**config.mk**
```make
export PLATFORM = sky130hd
export DESIGN_NAME = memshare_rqst_seq
export DESIGN_NICKNAME = d
export VERILOG_FILES = /design/src/rtl/memShare_pkg.sv /design/src/rtl/memShare_lsb_isolate.sv /design/src/rtl/memshare_rqst_seq.sv
export SDC_FILE = /design/constraint.sdc
export NUM_CORES = 1
export LEC_CHECK = 0
export ABC_AREA = 1
export BUFFER_PORTS_ARGS = -buffer_cell sky130_fd_sc_hd__clkbuf_2
export CELL_PAD_IN_SITES_DETAIL_PLACEMENT = 1
export CELL_PAD_IN_SITES_GLOBAL_PLACEMENT = 1
export CORE_ASPECT_RATIO = 2
export CORE_UTILIZATION = 30
export CTS_CLUSTER_SIZE = 25
export DETAILED_ROUTE_END_ITERATION = 7
export PLACE_DENSITY_LB_ADDON = 0.12
export SLEW_MARGIN = 40
export SYNTH_ARGS = -nofsm -noshare
export SYNTH_HDL_FRONTEND = slang
export SYNTH_SLANG_ARGS = --single-unit
```
**constraint.sdc**
```tcl
create_clock -name sys_clk -period 4.8 [get_ports sys_clk]
set_input_delay 0.48 -clock sys_clk [delete_from_list [all_inputs] [get_ports sys_clk]]
set_output_delay 0.48 -clock sys_clk [all_outputs]
set_load 0.03 [all_outputs]
```
**src/rtl/memShare_pkg.sv**
```systemverilog
// Shared types and defaults for the memShare request path.
package memShare_pkg;

  typedef enum logic [1:0] {
    IDLE,
    WAIT,
    EMIT
  } rqst_seq_state_t;

  localparam int MEMSHARE_FB_LATENCY_DEFAULT = 2;

endpackage

```
**src/rtl/memShare_lsb_isolate.sv**
```systemverilog
// One-hot lowest set bit of a vector, plus a flag for the all-zero case.
module memShare_lsb_isolate #(
  parameter int W = 5
) (
  input  logic [W-1:0] vec,
  output logic [W-1:0] lsb,
  output logic         none
);

  assign lsb  = vec & (~vec + W'(1));
  assign none = (vec == '0);

endmodule

```
**src/rtl/memshare_rqst_seq.sv**
```systemverilog
// Request sequencer in front of the RFMU: feeds residual flags, waits out the
// feedback latency, emits one shift command per pass and retires the lowest request.
module memshare_rqst_seq
  import memShare_pkg::*;
#(
  parameter int RQST_BITWIDTH       = 5,
  parameter int L1PA_SHIFT_BITWIDTH = $clog2(RQST_BITWIDTH),
  parameter int FB_LATENCY          = MEMSHARE_FB_LATENCY_DEFAULT
) (
  input  logic                           sys_clk,
  input  logic                           rstn,
  input  logic                           rqst_valid_i,
  input  logic [RQST_BITWIDTH-1:0]       rqst_flag_i,
  output logic                           rqst_ready_o,
  input  logic                           flush_i,
  output logic [RQST_BITWIDTH-1:0]       rqstFlag_o,
  input  logic [L1PA_SHIFT_BITWIDTH-1:0] l1pa_shift_i,
  input  logic                           isGtr_i,
  output logic [L1PA_SHIFT_BITWIDTH-1:0] l1pa_shift_o,
  output logic                           l1pa_shift_valid_o,
  output logic [RQST_BITWIDTH-1:0]       served_mask_o,
  output logic                           done_o,
  output logic                           busy_o
);

  localparam int CW = (FB_LATENCY > 1) ? $clog2(FB_LATENCY) : 1;
  localparam logic [CW-1:0] WLOAD = CW'(FB_LATENCY - 1);

  rqst_seq_state_t          state;
  logic [CW-1:0]            wcnt;
  logic [RQST_BITWIDTH-1:0] residual, iso_in, lsb, remain;
  logic                     iso_none;

  // In IDLE the isolator looks at the incoming vector to spot an empty request;
  // otherwise it works on the residual.
  assign iso_in = (state == IDLE) ? rqst_flag_i : residual;

  memShare_lsb_isolate #(.W(RQST_BITWIDTH)) u_lsb (
    .vec  (iso_in),
    .lsb  (lsb),
    .none (iso_none)
  );

  assign remain       = residual & ~lsb;
  assign rqstFlag_o   = residual;
  assign rqst_ready_o = (state == IDLE);
  assign busy_o       = (state != IDLE);

  always_ff @(posedge sys_clk or negedge rstn) begin
    if (!rstn) begin
      state              <= IDLE;
      wcnt               <= '0;
      residual           <= '0;
      l1pa_shift_o       <= '0;
      l1pa_shift_valid_o <= 1'b0;
      served_mask_o      <= '0;
      done_o             <= 1'b0;
    end else begin
      l1pa_shift_valid_o <= 1'b0;
      done_o             <= 1'b0;
      if (flush_i) begin
        state    <= IDLE;
        residual <= '0;
        wcnt     <= '0;
      end else begin
        case (state)
          IDLE: if (rqst_valid_i) begin
            if (iso_none) begin
              done_o <= 1'b1;
            end else begin
              residual <= rqst_flag_i;
              wcnt     <= WLOAD;
              state    <= WAIT;
            end
          end
          WAIT: begin
            if (wcnt == '0) state <= EMIT;
            else            wcnt  <= wcnt - CW'(1);
          end
          EMIT: begin
            l1pa_shift_o       <= l1pa_shift_i;
            served_mask_o      <= lsb;
            l1pa_shift_valid_o <= 1'b1;
            // Each pass clears one bit, so the loop is bounded by popcount.
            if (isGtr_i || (remain == '0)) begin
              done_o   <= 1'b1;
              residual <= '0;
              state    <= IDLE;
            end else begin
              residual <= remain;
              wcnt     <= WLOAD;
              state    <= WAIT;
            end
          end
          default: state <= IDLE;
        endcase
      end
    end
  end

endmodule
```
==> flow_summary.yaml <==
cts:
  cts-root-buf: "sky130_fd_sc_hd__clkbuf_8"
  tritoncts: "built"
  worst_case_clock_buffer_depth: 2
  cts_setup_buffers: 0
  cts.repair.resized: 0
  clk_pin_slew_ns: 0.07
  cts_hold_buffers: 0
  cts_max_level: 1
  tritoncts_buffer_count: 3
  tritoncts_sinks: 18
  worst_skew_pair.late_latency_ns: 0.25
worst_setup_path:
  max_stage_delay_ns: 0.55
  critical_path.endpoint_type: "register"
  critical_path.max_fanout: 13
  crit_path_frequent_cell: "sky130_fd_sc_hd__nand2_1"
  crit_path_start_kind: "register"
  cp.required_ns: 4.94
  slowest_stage: "sky130_fd_sc_hd__ha_1"
  cp_data_arrival_time_ns: 2.61
  crit_buf_inv: 2
  crit_type: "reg -> reg"
  path_delay_family: "simple AND/OR/NAND/NOR gates"
  path_cells: "inv_1 > ha_1 > inv_2 > nand2_1 > nand2_2 > nor2_4 > nand3b_1 > nand2_1 > nand3_2 > nand3b_1 > nand2_1 > nand2_1 > nand2_1"
global_routing:
  grt_pass1_wl_um: 5078
  grt_max_degree: 19
  grt_pass1_vias: 1127
  gr_util_all_layers_pct: 17.99
  grt.overflow.total: 0
  number_of_antenna_violations_at_the_first_check_in_global_routing: 0
power_and_ir_drop:
  power.clock.fraction_pct: 13.9
  netSwitchingPower_mw: 0.4631
  seqPwrFrac_pct: 28.3
  pwr_density_mw_per_mm2: 649.2
  cellInternalPower_mw: 0.4256
  p_leak_nw: 0.7637
  power.combinational.fraction_pct: 57.8
  swShare_pct: 52.11
  vdd_drop_max_v: 0.0002670
synth:
  synth_adder_area_share_pct: 5.549
  netlist-cell-type-count: 24
  share_of_synthesized_registers_carrying_an_async_set_or_reset_pct: 100.0
  yosys_register_bits: 18
  synth_top_area_cell: "sky130_fd_sc_hd__dfrtp_1"
  syn-instance-count: 146
  synth.area.top_cells: "sky130_fd_sc_hd__dfrtp_1, sky130_fd_sc_hd__nand2_1, sky130_fd_sc_hd__ha_1, sky130_fd_sc_hd__inv_1, sky130_fd_sc_hd__o21ai_0"
  synth.mux.area_fraction_pct: 0
  synth_compound_gate_area_share_pct: 7.991
  synthesized_area_sq_mm: 0.001127
  syn_nets: 164
  synth_flop_cell: "sky130_fd_sc_hd__dfrtp_1"
  synth-simple-area-share_pct: 39.73
  main_combinational_cell_family_by_area_after_synthesis: "simple AND/OR/NAND/NOR gates"
  number_of_enable_flip_flop_cells_after_synthesis: 0
  syn_avg_cell_area_sq_um: 7.721
  synth_sequential_area_ratio_pct: 39.96
  netlist.area_leader.share_pct: 39.96
  ys_warn_count: 0
  post_synth_xor_xnor_area_pct: 0
sta:
  final_min_period_ns: 2.469
  fin_setup_tns_ns: 0
  worst_clock_skew_ns: 0.001342
  fmax_mhz: 405.1
  tightest_slew_ns: 0.5874
  final-setup-viol-count: 0
  worst_slew_margin_rel_pct: 60.84
  holdWs_ns: 0.1662
  setup_slack_ns: 2.331
  slew_viol_final: 0
  hold_viol: 0
  fin_crit_sh_pct: 51.43
  rsz_0062_raised_after_global_routing: "no"
placed_design:
  detailed_place.area_sq_mm: 0.001314
  placement.io_buffers: 29
  dp_worst_setup_slack_ns: 2.333
  finalWeightedCongestion: 0.8131
  dpl.hpwl_um: 2724
run_status:
  run_status: "complete, no violations"
cells_and_area:
  layout-drive-gt1-share_pct: 30.68
  layout_cell_area_excl_fill_sq_mm: 0.001369
  layout_area_overhead_pct: 21.42
  fin_nets: 195
  fillerInstances: 470
  antenna_cells: 0
  final_util_pct: 37.95
die:
  fp.dieArea_sq_mm: 0.004022
  design.portCount: 30
  row_count: 31
  initial_utilization_pct: 31.25
  dieWidth_um: 45.35
  fp.coreArea_sq_mm: 0.003607
  die_outline_height_um: 88.69
detailed_routing:
  drt-total-wl_um: 3209
  drt-vias-per-instance: 4.684
  routed_wire_length_per_instance_um: 14.26
  top_layer: "met4"
  first_iter_violations: 18
  detail_route.first_pass.iterations: 4
  met3RoutedLength_um: 66
  detail_route.drc_violations: 0
  dr_wl_met2_um: 1951
  vias: 1054
  ant_nets: 0
  detail_route.wirelength.met1_um: 1123
min_path:
  path_type_of_the_worst_min_delay_path: "in -> async"
flow_run:
  max_cap_viol_count: 0
==> sequential cells by signal (all words and copies together) (netlist names) <==
name                count
done_o                  1
l1pa_shift_o            3
l1pa_shift_valid_o      1
rqstFlag_o              5
served_mask_o           5
state                   2
wcnt                    1
==> synth_stat cells, types with 2 or more instances <==
master                     instances
sky130_fd_sc_hd__dfrtp_1          18
sky130_fd_sc_hd__ha_1              5
sky130_fd_sc_hd__inv_1            13
sky130_fd_sc_hd__inv_2             2
sky130_fd_sc_hd__nand2_1          61
sky130_fd_sc_hd__nand2_2           7
sky130_fd_sc_hd__nand2_4           2
sky130_fd_sc_hd__nand3_1           5
sky130_fd_sc_hd__nand3_2           3
sky130_fd_sc_hd__nand3b_1          4
sky130_fd_sc_hd__nor2_1            2
sky130_fd_sc_hd__nor2_2            3
sky130_fd_sc_hd__nor3_1            2
sky130_fd_sc_hd__o21ai_0           9
==> worst reg2reg max path: stages, from the launching register on <==
cell and delay, ns:
sky130_fd_sc_hd__dfrtp_1 0.43, sky130_fd_sc_hd__inv_1 0.14, sky130_fd_sc_hd__ha_1 0.55, sky130_fd_sc_hd__inv_2 0.17, sky130_fd_sc_hd__nand2_1 0.11, sky130_fd_sc_hd__nand2_2 0.08
sky130_fd_sc_hd__nor2_4 0.14, sky130_fd_sc_hd__nand3b_1 0.13, sky130_fd_sc_hd__nand2_1 0.12, sky130_fd_sc_hd__nand3_2 0.17, sky130_fd_sc_hd__nand3b_1 0.13, sky130_fd_sc_hd__nand2_1 0.08
sky130_fd_sc_hd__nand2_1 0.07, sky130_fd_sc_hd__nand2_1 0.05
==> through the flow <==
stage               instances  power, mW
floorplan                 146     0.6314
global placement          221     0.7584
detailed placement        221     0.7749
CTS                       225     0.9006
global route              225     0.9521
finish                    225     0.8887
==> routing by layer <==
metal  global-route usage (%)  vias to the layer above
li1                         -                      521
met1                    15.56                      509
met2                    37.29                       18
met3                    2.245                        6
met4                    7.713                        0
met5                        0                        -
==> final timing paths <==
check | startpoint | end | slack, ns | depth (start not counted)
hold / removal | rstn | served_mask_o[0] | 0.17 | 1
min in group sys_clk | l1pa_shift_i[2] | l1pa_shift_o[2] | 0.43 | 3
setup / recovery | state[0] | rqstFlag_o[0] | 2.33 | 13
setup reg to reg | state[0] | rqstFlag_o[0] | 2.33 | 13
hold reg to reg | l1pa_shift_o[2] | l1pa_shift_o[2] | 0.48 | 2
max in group asynchronous | rstn | state[0] | 4.32 | 1
==> logic make-up after synthesis <==
family	count (synthesis)
flops	18
simple gates	91
compound gates	14
buf+inv	18
fa+ha+maj	5
==> power groups by stage <==
stage	clock (mW)	sequential (mW)	combinational, mW
detailed placement	0	0.255	0.520
floorplan	0	0.333	0.298
global route	0.135	0.259	0.559
finish	0.124	0.251	0.514
global placement	0	0.254	0.505
CTS	0.127	0.252	0.521
==> area by class of cell <==
class,instances,area [sq um],area share [%]
Sequential cell,18,450.4,32.91
Timing Repair Buffer,29,145.1,10.60
Inverter,15,56.30,4.113
Multi-Input combinational cell,110,600.6,43.88
Tap cell,49,61.31,4.479
Clock buffer,4,55.05,4.022
==> cell usage in the layout, fill, tap and decap left out <==
| cell | synthesis | layout |
|---|---|---|
| sky130_fd_sc_hd__o21ai_0 | 9 | 9 |
| sky130_fd_sc_hd__inv_1 | 13 | 13 |
| sky130_fd_sc_hd__ha_1 | 5 | 5 |
| sky130_fd_sc_hd__nand3b_1 | 4 | 4 |
| sky130_fd_sc_hd__nand3_2 | 3 | 3 |
| sky130_fd_sc_hd__o21ai_1 | 1 | 1 |
| sky130_fd_sc_hd__nand3_1 | 5 | 5 |
| sky130_fd_sc_hd__nor2_4 | 1 | 1 |
| sky130_fd_sc_hd__o21ai_2 | 1 | 1 |
| sky130_fd_sc_hd__nor2_2 | 3 | 3 |
| sky130_fd_sc_hd__o211ai_2 | 1 | 1 |
| sky130_fd_sc_hd__inv_2 | 2 | 2 |
| sky130_fd_sc_hd__nand2_2 | 7 | 7 |
| sky130_fd_sc_hd__nor2_8 | 1 | 1 |
| sky130_fd_sc_hd__dfrtp_1 | 18 | 18 |
| sky130_fd_sc_hd__clkbuf_8 | 0 | 4 |
| sky130_fd_sc_hd__a22o_1 | 1 | 1 |
| sky130_fd_sc_hd__clkbuf_2 | 0 | 29 |
| sky130_fd_sc_hd__nand2_4 | 2 | 2 |
| sky130_fd_sc_hd__o311a_1 | 1 | 1 |
| sky130_fd_sc_hd__nor3_1 | 2 | 2 |
| sky130_fd_sc_hd__nor2_1 | 2 | 2 |
| sky130_fd_sc_hd__nand2_1 | 61 | 61 |
Note: power is estimated with default switching activity, not from simulation.
